`src/rtl/otter_pl_pkg.sv`:
```
// Shared types and constants for the OTTER pipeline sequencing logic.
// Holds the hazard-controller state encoding, forwarding-select codes and the forwarding compare rule.
package otter_pl_pkg;

    typedef enum logic [1:0] {
        RUN   = 2'd0,
        DRAIN = 2'd1,
        TRAP  = 2'd2
    } hz_state_t;

    typedef logic [1:0] fwd_sel_t;

    localparam fwd_sel_t FWD_RF  = 2'd0;
    localparam fwd_sel_t FWD_MEM = 2'd1;
    localparam fwd_sel_t FWD_WB  = 2'd2;

    localparam int DRAIN_CYCLES_DEF = 3;
    localparam int XLEN_DEF         = 32;

    // The youngest producer wins. ex_block masks the EX producer while a load-use stall is inserted.
    function automatic fwd_sel_t fwd_pick(
        input logic [4:0] rs,
        input logic       rs_used,
        input logic [4:0] rd_ex,
        input logic       rw_ex,
        input logic       ex_block,
        input logic [4:0] rd_mem,
        input logic       rw_mem
    );
        fwd_sel_t sel;
        sel = FWD_RF;
        if (rs_used && (rs != 5'd0) && rw_ex && (rd_ex == rs) && !ex_block) begin
            sel = FWD_MEM;
        end else if ((rs != 5'd0) && rw_mem && (rd_mem == rs)) begin
            sel = FWD_WB;
        end
        return sel;
    endfunction

endpackage

```
`src/rtl/otter_fwd_unit.sv`:
```
// Forwarding select generation for the EX-stage operand muxes.
// Selects are computed from ID-stage addresses and registered, so they line up with the instruction in EX.
module otter_fwd_unit
    import otter_pl_pkg::*;
(
    input  logic       CLK,
    input  logic       RESET,
    input  logic [4:0] rs1_addr_ID,
    input  logic [4:0] rs2_addr_ID,
    input  logic       rs1_used_ID,
    input  logic       rs2_used_ID,
    input  logic [4:0] rd_addr_EX,
    input  logic       regWrite_EX,
    input  logic [4:0] rd_addr_MEM,
    input  logic       regWrite_MEM,
    input  logic       load_use,
    input  logic       idex_flush,
    input  logic       ifid_stall,
    output logic [1:0] fwdA_sel_EX,
    output logic [1:0] fwdB_sel_EX
);

    fwd_sel_t fwd_a_q, fwd_a_d;
    fwd_sel_t fwd_b_q, fwd_b_d;

    always_comb begin
        fwd_a_d = fwd_a_q;
        fwd_b_d = fwd_b_q;
        if (idex_flush) begin
            fwd_a_d = FWD_RF;
            fwd_b_d = FWD_RF;
        end else if (!ifid_stall) begin
            fwd_a_d = fwd_pick(rs1_addr_ID, rs1_used_ID, rd_addr_EX, regWrite_EX,
                               load_use, rd_addr_MEM, regWrite_MEM);
            fwd_b_d = fwd_pick(rs2_addr_ID, rs2_used_ID, rd_addr_EX, regWrite_EX,
                               load_use, rd_addr_MEM, regWrite_MEM);
        end
    end

    always_ff @(posedge CLK) begin
        if (RESET) begin
            fwd_a_q <= FWD_RF;
            fwd_b_q <= FWD_RF;
        end else begin
            fwd_a_q <= fwd_a_d;
            fwd_b_q <= fwd_b_d;
        end
    end

    assign fwdA_sel_EX = fwd_a_q;
    assign fwdB_sel_EX = fwd_b_q;

endmodule

```
`src/rtl/otter_hazard_ctrl.sv`:
```
// Pipeline stall/flush sequencing, forwarding selects and interrupt drain/trap control for the OTTER MCU.
//   state | meaning
//   RUN   | normal issue; branch flush, load-use stall, interrupt entry
//   DRAIN | PC/IF_ID held, bubbles injected until EX/MEM/WB retire
//   TRAP  | one-cycle intTaken strobe; PC loads mtvec
module otter_hazard_ctrl
    import otter_pl_pkg::*;
#(
    parameter int DRAIN_CYCLES = DRAIN_CYCLES_DEF,
    parameter int XLEN         = XLEN_DEF
) (
    input  logic            CLK,
    input  logic            RESET,
    input  logic [4:0]      rs1_addr_ID,
    input  logic [4:0]      rs2_addr_ID,
    input  logic            rs1_used_ID,
    input  logic            rs2_used_ID,
    input  logic            id_valid_ID,
    input  logic [XLEN-1:0] pc_ID,
    input  logic [4:0]      rd_addr_EX,
    input  logic            regWrite_EX,
    input  logic            memRead2_EX,
    input  logic [4:0]      rd_addr_MEM,
    input  logic            regWrite_MEM,
    input  logic            branch_taken_EX,
    input  logic            INTR,
    input  logic            mie,
    output logic            pc_stall,
    output logic            ifid_stall,
    output logic            ifid_flush,
    output logic            idex_flush,
    output logic [1:0]      fwdA_sel_EX,
    output logic [1:0]      fwdB_sel_EX,
    output logic            intTaken,
    output logic [XLEN-1:0] epc
);

    localparam int CW = (DRAIN_CYCLES > 1) ? $clog2(DRAIN_CYCLES) : 1;

    hz_state_t       state_q, state_d;
    logic [CW-1:0]   cnt_q, cnt_d;
    logic            irq_q, irq_d;
    logic [XLEN-1:0] epc_q, epc_d;
    logic            load_use;

    assign load_use = memRead2_EX && regWrite_EX && (rd_addr_EX != 5'd0) &&
                      ((rs1_used_ID && (rs1_addr_ID == rd_addr_EX)) ||
                       (rs2_used_ID && (rs2_addr_ID == rd_addr_EX)));

    always_comb begin
        state_d    = state_q;
        cnt_d      = cnt_q;
        epc_d      = epc_q;
        pc_stall   = 1'b0;
        ifid_stall = 1'b0;
        ifid_flush = 1'b0;
        idex_flush = 1'b0;
        intTaken   = 1'b0;

        case (state_q)
            RUN: begin
                if (branch_taken_EX) begin
                    ifid_flush = 1'b1;
                    idex_flush = 1'b1;
                end else if (load_use) begin
                    pc_stall   = 1'b1;
                    ifid_stall = 1'b1;
                    idex_flush = 1'b1;
                end else if (irq_q && id_valid_ID) begin
                    epc_d   = pc_ID;
                    cnt_d   = CW'(DRAIN_CYCLES - 1);
                    state_d = DRAIN;
                end
            end
            DRAIN: begin
                pc_stall   = 1'b1;
                ifid_stall = 1'b1;
                idex_flush = 1'b1;
                if (cnt_q == '0) begin
                    state_d = TRAP;
                end else begin
                    cnt_d = cnt_q - 1'b1;
                end
            end
            TRAP: begin
                intTaken   = 1'b1;
                ifid_flush = 1'b1;
                idex_flush = 1'b1;
                state_d    = RUN;
            end
            default: state_d = RUN;
        endcase

        // A request arriving in the trap cycle must survive the clear.
        irq_d = (INTR && mie) || (irq_q && !intTaken);

        if (RESET) begin
            state_d    = RUN;
            cnt_d      = '0;
            epc_d      = '0;
            irq_d      = 1'b0;
            pc_stall   = 1'b0;
            ifid_stall = 1'b0;
            ifid_flush = 1'b0;
            idex_flush = 1'b0;
            intTaken   = 1'b0;
        end
    end

    always_ff @(posedge CLK) begin
        if (RESET) begin
            state_q <= RUN;
            cnt_q   <= '0;
            irq_q   <= 1'b0;
            epc_q   <= '0;
        end else begin
            state_q <= state_d;
            cnt_q   <= cnt_d;
            irq_q   <= irq_d;
            epc_q   <= epc_d;
        end
    end

    assign epc = epc_q;

    otter_fwd_unit u_fwd (
        .CLK          (CLK),
        .RESET        (RESET),
        .rs1_addr_ID  (rs1_addr_ID),
        .rs2_addr_ID  (rs2_addr_ID),
        .rs1_used_ID  (rs1_used_ID),
        .rs2_used_ID  (rs2_used_ID),
        .rd_addr_EX   (rd_addr_EX),
        .regWrite_EX  (regWrite_EX),
        .rd_addr_MEM  (rd_addr_MEM),
        .regWrite_MEM (regWrite_MEM),
        .load_use     (load_use),
        .idex_flush   (idex_flush),
        .ifid_stall   (ifid_stall),
        .fwdA_sel_EX  (fwdA_sel_EX),
        .fwdB_sel_EX  (fwdB_sel_EX)
    );

endmodule

```
`config.mk`:
```
export PLATFORM = sky130hd
export DESIGN_NAME = otter_hazard_ctrl
export DESIGN_NICKNAME = d
export VERILOG_FILES = /design/src/rtl/otter_pl_pkg.sv /design/src/rtl/otter_fwd_unit.sv /design/src/rtl/otter_hazard_ctrl.sv
export SDC_FILE = /design/constraint.sdc
export NUM_CORES = 1
export LEC_CHECK = 0
export ABC_CLOCK_PERIOD_IN_PS = 3750
export CAP_MARGIN = 20
export CORE_AREA = 3 3 73 75
export CTS_BUF_LIST = sky130_fd_sc_hd__clkbuf_8
export DETAILED_ROUTE_END_ITERATION = 12
export DIE_AREA = 0 0 76 78
export PLACE_DENSITY_LB_ADDON = 0.25
export SLEW_MARGIN = 30
export SYNTH_ARGS = -nofsm -noshare
export SYNTH_HDL_FRONTEND = slang
export SYNTH_SLANG_ARGS = --single-unit
```
`constraint.sdc`:
```
create_clock -name CLK -period 3.75 [get_ports CLK]
set_input_delay 0.5625 -clock CLK [delete_from_list [all_inputs] [get_ports CLK]]
set_output_delay 0.5625 -clock CLK [all_outputs]
set_load 0.005 [all_outputs]
```
After elaboration in Yosys (flattened, before gate mapping)
Index checks and enable logic that the tools add are counted.

storage, ports and cells
  input bits = 63
  output and inout port bits = 41
  logic and storage cells = 83
  register bits = 41

operators by class
  equal/unequal tests = 13
  $add $sub $neg = 1
  multiplexer cells = 26
  bitwise logic cells = 2
  reductions and logical operators = 35

operators by type and width
  operator               count
  $eq A5 B5 Y1           6
  $mux W2                12
  $logic_and A1 B1 Y1    20
  $reduce_bool A5 Y1     3
  $ne A2 B2 Y1 const B   5
  $mux W1                9
  $pmux W2 S2            2
  $reduce_and A4 Y1      2
  $pmux W1 S2            3
  $reduce_and A5 Y1      1
  $logic_not A2 Y1       2
  $reduce_or A2 Y1       2
  $eq A2 B1 Y1 const B   1
  $eq A2 B2 Y1 const B   1
  $logic_not A1 Y1       2
  $logic_or A1 B1 Y1     2
  $not A1 Y1             2
  $reduce_bool A2 Y1     1
  $sub A2 B1 Y2 const B  1

Logic depth before layout (Yosys ltp)
Gate-level depths: netlist of the first run.

  depth after elaboration = 9
  depth in mapped cells = 8
  gate-level depth less buffers = 8

Hierarchy
A second synthesis of the first run with hierarchy kept.

unflattened totals
  cell total of the unflattened synthesis = 260
  area total of the unflattened synthesis = 2,264.7 sq um

by module, submodules not included
  module             cells each  area each (sq um)  sequential area each (sq um)  instances
  otter_hazard_ctrl  209         1,843.0            740.7                         1
  otter_fwd_unit     51          421.7              80.1                          1

Worst setup path after synthesis of the first run
Ideal clock, no wire load.

  path type = in2out
  from = in rd_addr_EX[0]
  to = out pc_stall
  setup slack = 1.257 ns
  stages on the path = 6
  path buffers = 1
  data required time = 3.188 ns
  arrival time = 1.931 ns
  path through = or3_4 o311ai_1 nor3_1 a21oi_1 nor2_1 buf_4

on the way
  longest elaborated chain between the ends = 8
  elaborated cells on any way between the ends = 12
  those cells by class = eq/ne (2); mux (4); reduce/logical (6)

RTL lines
  what                                    RTL line                                          source
  start: declaration                      otter_hazard_ctrl.sv:20                           input logic [4:0] rd_addr_EX,
  $eq A5 B5 Y1 (on tied branches)         otter_hazard_ctrl.sv:47, otter_hazard_ctrl.sv:48
  $logic_and A1 B1 Y1 (on tied branches)  otter_hazard_ctrl.sv:47, otter_hazard_ctrl.sv:48
  $logic_or A1 B1 Y1                      otter_hazard_ctrl.sv:47                           ((rs1_used_ID && (rs1_addr_ID == rd_addr_EX)) ||
  $logic_and A1 B1 Y1 (*)                 otter_hazard_ctrl.sv:46                           assign load_use = memRead2_EX && regWrite_EX && (rd_addr_EX != 5'd0) &&
  $mux W1 (*) (2 in a row)                n/a
  $pmux W1 S2 (*)                         n/a
  $mux W1 (*)                             n/a
  end: declaration                        otter_hazard_ctrl.sv:28                           output logic pc_stall,

Every way passes the cells marked *; elsewhere a longest branch is shown, timed or not.

Worst setup path after layout of the first run
  from = in rd_addr_EX[0]
  to = out pc_stall

on the way
  longest elaborated chain between the ends = 8
  elaborated cells on any way between the ends = 12
  those cells by class = eq/ne (2); mux (4); reduce/logical (6)

RTL lines
  what                                    RTL line                                          source
  $eq A5 B5 Y1 (on tied branches)         otter_hazard_ctrl.sv:47, otter_hazard_ctrl.sv:48
  $logic_and A1 B1 Y1 (on tied branches)  otter_hazard_ctrl.sv:47, otter_hazard_ctrl.sv:48
  $logic_or A1 B1 Y1                      otter_hazard_ctrl.sv:47
  $logic_and A1 B1 Y1 (*)                 otter_hazard_ctrl.sv:46
  $mux W1 (*)                             otter_hazard_ctrl.sv:65                           end else if (load_use) begin
  $mux W1 (*)                             otter_hazard_ctrl.sv:62                           if (branch_taken_EX) begin
  $pmux W1 S2 (*)                         otter_hazard_ctrl.sv:60                           case (state_q)
  $mux W1 (*)                             otter_hazard_ctrl.sv:97                           if (RESET) begin

Marks and branches as above.

==> run metrics, run 1 <==
first-pass GRT wire length=8542 um; DRC viols=0; fin crit period=3.363 ns; setup bufs post-CTS=0; core box area=4723 sq um; RSZ-0062 raised after global routing=false; Reg-to-Reg End=cnt_q[1]; vias in the first global route=1839; Largest stage delay, worst path=0.49 ns; die height=78 um; sequential area share after synthesis=39.98%; share of post-route cells with drive strength above 1=5.864%; # setup viols final=0; r2r startpoint=state_q[1]; Cell Chain, Critical Path=clkdlybuf4s50_1 > or3_4 > o311ai_1 > nor3_1 > a21oi_1 > nor2_1 > clkdlybuf4s50_1; Int Power=848.1 uW; worst slew pin tran=0.7175 ns; clock skew=0.006595 ns; synth warn=0; Finished Layout Cells=391; clk buf depth=2; crit-path most repeated cell=clkdlybuf4s50_1; WL per Instance=13.06 um; met3 Resource Use GR=4.640%; initial antenna violation count=0; Worst-path clk slew=0.07 ns; Port-buffer cells=103; Net Sw Frac=26.41%; vias=1875; met1 Usage GRT=20.87%; PD cells=354.1 nW/um^2; I/O Pins=104; R2R Setup Slk=1.70 ns; met2 Track Usage GR=30.50%; Final period util=89.67%; sequential cell area=820.8 sq um; Required @ worst endpoint=3.19 ns; Row Count=25; remaining antenna violation count=0; Post-Syn Nets=287; GPL Wtd Cong=0.8212; Nets=392; predominant post-synthesis flop cell=dfxtp_1; Max Cap Viol=0; cts repair resizes=0; dpl cells=383; drt first pass iters=4; routed wire length=5108 um; VDD IR-drop max=0.2329 mV; DRT iter0 DRCs=55; P_sw=304.3 uW; Fin Hold WS=0.4834 ns; crit end category=output port; gr busiest metal=met2; asr flop ratio synth=0%; Slew HR=52.02%; Yosys cell types=34; die area=5928 sq um; CP Launch Point=rd_addr_EX[0]; Avg Cell Area, Syn=9.418 sq um; # clock sinks=41; DP HPWL=4094 um; flip-flop and latch count after synthesis=41; Worst Path Arrival=2.80 ns; Post-synth EDFFs=0; Num CTS Buffers=5; Crit Path Max Fanout=3; Max Slew Vio Count=0; critical path class=in2out; CP endpoint=pc_stall; Pleak=0.001150 uW; synthesized cell area=2053 sq um; Max Clk Rate=297.4 MHz; startpoint types=primary input; Initial Utilization=43.47%; CTS tree=yes; Clock Power Share=31.5%; Tot GR Track Use=17.43%; vias per std cell=4.795; # diodes=0; CP max stage cell=clkdlybuf4s50_1; Post-Synthesis Cells=218; share of power burned in registers=40.6%; CTS H-tree lvls=2; DIE WIDTH=76 um; largest net degree at the start of global routing=25; Layout area overhead=58.50%; global route overflow=0; hold buffers post-CTS=0; Root Driver=clkbuf_8; area of the multi-input gates=1139 sq um; Fin. Hold Viols=0; fillers=384; status=finished, final reports clean; setup TNS=0 ns; Hold Crit Class=reg2reg; Comb pwr share=27.9%; Clk Latency, worst-skew pair=0.29 ns; R2R cell count=8
placed cells by master, fill, tap and decap left out:
master           synthesis  final
a311oi_1                 1      1
a311o_1                  1      1
and2_2                   2      2
a2111oi_4                1      1
nand2b_1                 3      3
mux2i_1                 35     35
xnor2_1                 12     12
nand4_1                  5      5
nor2_2                   1      1
bufinv_16                0      1
xor2_1                   8      8
ha_1                     6      6
nor2_1                  45     45
o22ai_4                  1      1
clkdlybuf4s50_1          0    103
o31ai_1                  1      1
o221ai_1                 1      1
and2_1                   1      1
a31oi_1                  2      2
nor4_1                   2      2
nand3_1                  2      2
o21ai_0                  1      1
nor3_1                   4      4
clkbuf_8                 0      6
dfxtp_1                 41     41
o221a_2                  1      1
o31ai_4                  1      1
buf_4                    1      4
nand2_1                  8      8
o21bai_1                 1      1
or3_4                    1      1
nor2b_1                  3      3
inv_1                    9     10
o311ai_1                 1      1
a21oi_1                  8      8
metal layers:
| layer | up-vias | share of wire [%] | routed length (um) |
|---|---|---|---|
| met5 | - | 0 | 0 |
| met4 | 0 | 1.1 | 56 |
| met3 | 5 | 6.1 | 313 |
| met2 | 61 | 50 | 2539 |
| met1 | 858 | 43 | 2199 |
| li1 | 951 | - | - |
synthesized netlist by cell type (2+ instances only):
| cell | number | area share, % |
|---|---|---|
| and2_2 | 2 | 0.73 |
| nand4_1 | 5 | 1.5 |
| nor4_1 | 2 | 0.61 |
| xor2_1 | 8 | 3.4 |
| inv_1 | 9 | 1.6 |
| nor2_1 | 45 | 8.2 |
| nor3_1 | 4 | 0.98 |
| a21oi_1 | 8 | 2.0 |
| xnor2_1 | 12 | 5.1 |
| buf_6 | 3 | 1.6 |
| clkbuf_1 | 5 | 0.91 |
| nand2_1 | 8 | 1.5 |
| nand3_1 | 2 | 0.49 |
| a31oi_1 | 2 | 0.61 |
| dfxtp_1 | 41 | 40 |
| nor2b_1 | 3 | 0.91 |
| ha_1 | 6 | 3.7 |
| nand2b_1 | 3 | 0.91 |
| mux2i_1 | 35 | 17 |
area by class of cell:
class | instances | share of cell area, %
multi-input cells | 159 | 34.99
repair buffers | 107 | 32.60
flip-flops and latches | 41 | 25.22
well taps | 67 | 2.576
clock buffers | 6 | 2.537
clock inverters | 2 | 1.038
inverters | 9 | 1.038
metrics by stage:
step / total power, uW / cell area, sq um / util [%] / setup slack (ns)
after floorplan: 647.3 / 2053 / - / 1.257
after global placement: 795.1 / 3138 / 66.44 / 0.4461
after detailed placement: 801.0 / 3138 / 66.44 / 0.4079
after CTS: 1164 / 3254 / 68.90 / 0.4027
after global routing: 1212 / 3254 / 68.90 / 0.2441
final: 1152 / 3254 / 68.90 / 0.3873
kinds of logic after synthesis:
| family | after synthesis | synth area share [%] |
|---|---|---|
| AND/OR/NAND/NOR | 77 | 17.00 |
| flip-flops | 41 | 39.98 |
| multiplexers | 35 | 17.06 |
| AO/OA/AOI/OAI | 21 | 9.202 |
| XOR/XNOR | 20 | 8.531 |
| buffers and inverters | 18 | 4.570 |
| adder cells (fa/ha/maj) | 6 | 3.656 |
critical path, delay by kind of cell:
family          cells  cell delay, ns
compound gates      2            0.67
buf+inv             2            0.97
simple gates        3            0.61
state kept, by name, summed over array words and instances (netlist names):
name               flops
cnt_q                  2
u_fwd.fwdA_sel_EX      2
epc                   32
u_fwd.fwdB_sel_EX      2
irq_q                  1
state_q                2
how the worst min path moves through the flow:
stage,from,end,cells after the start
6_report,u_fwd.fwdB_sel_EX[0],u_fwd.fwdB_sel_EX[0],2
4_1_cts,u_fwd.fwdB_sel_EX[0],u_fwd.fwdB_sel_EX[0],2
5_1_grt,irq_q,irq_q,2
3_3_place_gp,u_fwd.fwdB_sel_EX[0],u_fwd.fwdB_sel_EX[0],2
3_5_place_dp,u_fwd.fwdB_sel_EX[0],u_fwd.fwdB_sel_EX[0],2
2_1_floorplan,irq_q,irq_q,2
power by group through the flow:
stage               logic, uW  clock network, uW  registers (uW)
floorplan                 170                  0             477
global placement          318                  0             477
detailed placement        323                  0             478
CTS                       324                372             469
global route              355                386             471
finish                    321                363             468
(Power assumes the default switching activity.)
==> run 2, diff against run 1 <==
Settings changed: SETUP_SLACK_MARGIN from default to 0.02.
==> results of run 2 <==
No change in the layout: final DEF, timing and power equal those of run 1.
==> run 3, diff against run 2 <==
Settings changed: PLACE_DENSITY from default to 0.85, PLACE_DENSITY_LB_ADDON 0.25 to default.
==> run 3 against run 2 <==
  * Die area unchanged
  * Flip-flop and latch count unchanged
  * Largest cell class unchanged
  * Largest power group unchanged
  * Via count increased by 0.48%
  * Critical path depth unchanged
==> run metrics, run 3 (synthesized netlist as in run 1, its figures left out) <==
most frequent cells in the layout=clkdlybuf4s50_1, nor2_1, dfxtp_1, mux2i_1, xnor2_1 (unchanged); crit end category=output port (unchanged); PD cells=338.9 nW/um^2 (was 354.1 nW/um^2); Clk Latency, worst-skew pair=0.29 ns (about the same); DRT iter0 DRCs=66 (was 55); remaining antenna violation count=0 (unchanged); Num CTS Buffers=5 (unchanged); Max Clk Rate=306.1 MHz (was 297.4 MHz); drt first pass iters=4 (unchanged); core box area=4723 sq um (unchanged); Comb pwr share=29.5% (was 27.9%); Port-buffer cells=103 (unchanged); Worst-path clk slew=0.07 ns (about the same); Pleak=0.001133 uW (was 0.001150 uW); Fin. Hold Viols=0 (unchanged); Int Power=782.7 uW (was 848.1 uW); Initial Utilization=43.47% (unchanged); GPL Wtd Cong=0.8421 (was 0.8212); Root Driver=clkbuf_8 (unchanged); setup TNS=0 ns (unchanged); fillers=396 (was 384); Largest register FFs=32 (unchanged); initial antenna violation count=0 (unchanged); Final period util=87.11% (was 89.67%); crit-path most repeated cell=clkdlybuf4s50_1 (unchanged); startpoint types=primary input (unchanged); hold buffers post-CTS=0 (unchanged); # clock sinks=41 (unchanged); Required @ worst endpoint=3.19 ns (about the same); Largest stage delay, worst path=0.47 ns (was 0.49 ns); # setup viols final=0 (unchanged); R2R cell count=8 (unchanged); Crit Path Max Fanout=3 (unchanged); Worst Path Arrival=2.70 ns (was 2.80 ns); # diodes=0 (unchanged); Tot GR Track Use=18.33% (was 17.43%); worst slew pin tran=0.5488 ns (was 0.7175 ns); Hold Crit Class=reg2reg (unchanged); die area=5928 sq um (unchanged); share of post-route cells with drive strength above 1=5.882% (was 5.864%); status=finished, final reports clean (unchanged); Fin Hold WS=0.4785 ns (was 0.4834 ns); Max Cap Viol=0 (unchanged); P_sw=310.9 uW (was 304.3 uW); I/O Pins=104 (unchanged); cts repair resizes=0 (unchanged); DP HPWL=4360 um (was 4094 um); fin crit period=3.267 ns (was 3.363 ns); critical path class=in2out (unchanged); routed wire length=5463 um (was 5108 um); CTS H-tree lvls=2 (unchanged); hold path depth=2 (unchanged); Max Slew Vio Count=0 (unchanged); setup bufs post-CTS=0 (unchanged); vias per std cell=4.831 (was 4.795); Cell Chain, Critical Path=clkdlybuf4s50_1 > or3_4 > o311ai_1 > nor3_1 > a21oi_1 > nor2_1 > clkdlybuf4s50_1 (unchanged); global route overflow=0 (unchanged); Row Count=25 (unchanged); CP max stage cell=clkdlybuf4s50_1 (unchanged); die height=78 um (unchanged); VDD IR-drop max=0.1580 mV (was 0.2329 mV); DIE WIDTH=76 um (unchanged); Layout area overhead=57.16% (was 58.50%); DRC viols=0 (unchanged); share of power burned in registers=42.9% (was 40.6%); dpl cells=382 (was 383); post-layout util=68.32% (was 68.90%); vias in the first global route=1828 (was 1839); Clock Power Share=27.6% (was 31.5%); largest net degree at the start of global routing=33 (was 25); Net Sw Frac=28.43% (was 26.41%); most common cell after layout, fill and taps aside=clkdlybuf4s50_1 (unchanged); Nets=391 (was 392); Slew HR=63.41% (was 52.02%); clock skew=0.006418 ns (was 0.006595 ns); RSZ-0062 raised after global routing=false (unchanged); Finished Layout Cells=390 (was 391); first-pass GRT wire length=8963 um (was 8542 um); CTS tree=yes (unchanged); clk buf depth=2 (unchanged); WL per Instance=14.01 um (was 13.06 um); vias=1884 (was 1875)
## run 3: layout make-up
type                            instances  area [sq um]  area share [%]
Timing Repair Buffer                  106          1054           32.65
Clock inverter                          2         13.76          0.4265
Sequential cell                        41         820.8           25.44
Clock buffer                            6         82.58           2.559
Multi-Input combinational cell        159          1139           35.28
Tap cell                               67         83.83           2.598
Inverter                                9         33.78           1.047
## run 3: worst max-delay path: cells and delay by family
| family | cells | cell delay, ns |
|---|---|---|
| and+or+nand+nor | 3 | 0.61 |
| AOI/OAI and AO/OA | 2 | 0.60 |
| buffers and inverters | 2 | 0.94 |
## run 3: layer usage
metal	vias to the layer above	wire, um	global-route usage (%)	part of all wire [%]
met5	-	0	0	0
met4	0	63	4.529	1.2
met3	6	256	4.756	4.7
met2	56	2771	31.65	51
met1	873	2373	22.86	43
li1	949	-	-	-
## run 3: power groups by stage
stage | registers (uW) | logic [uW] | clock network (uW)
6_report | 469 | 323 | 302
5_1_grt | 472 | 350 | 330
4_1_cts | 469 | 324 | 309
3_5_place_dp | 478 | 322 | 0
3_3_place_gp | 477 | 316 | 0
2_1_floorplan | 477 | 170 | 0
## run 3: final timing paths
path | to | slack, ns | startpoint
max | ifid_stall | 0.48 | rd_addr_EX[0]
min | u_fwd.fwdA_sel_EX[0] | 0.48 | u_fwd.fwdA_sel_EX[0]
max reg2reg | cnt_q[1] | 1.61 | state_q[1]
min reg2reg | u_fwd.fwdA_sel_EX[0] | 0.48 | u_fwd.fwdA_sel_EX[0]
## run 3: stage by stage
stage          worst slack, ns  power, uW  instance area (sq um)
2_1_floorplan            1.257      647.3                   2053
3_3_place_gp            0.5166      793.3                   3131
3_5_place_dp            0.4815      800.4                   3131
4_1_cts                 0.4829       1102                   3227
5_1_grt                 0.3318       1152                   3227
6_report                0.4833       1094                   3227
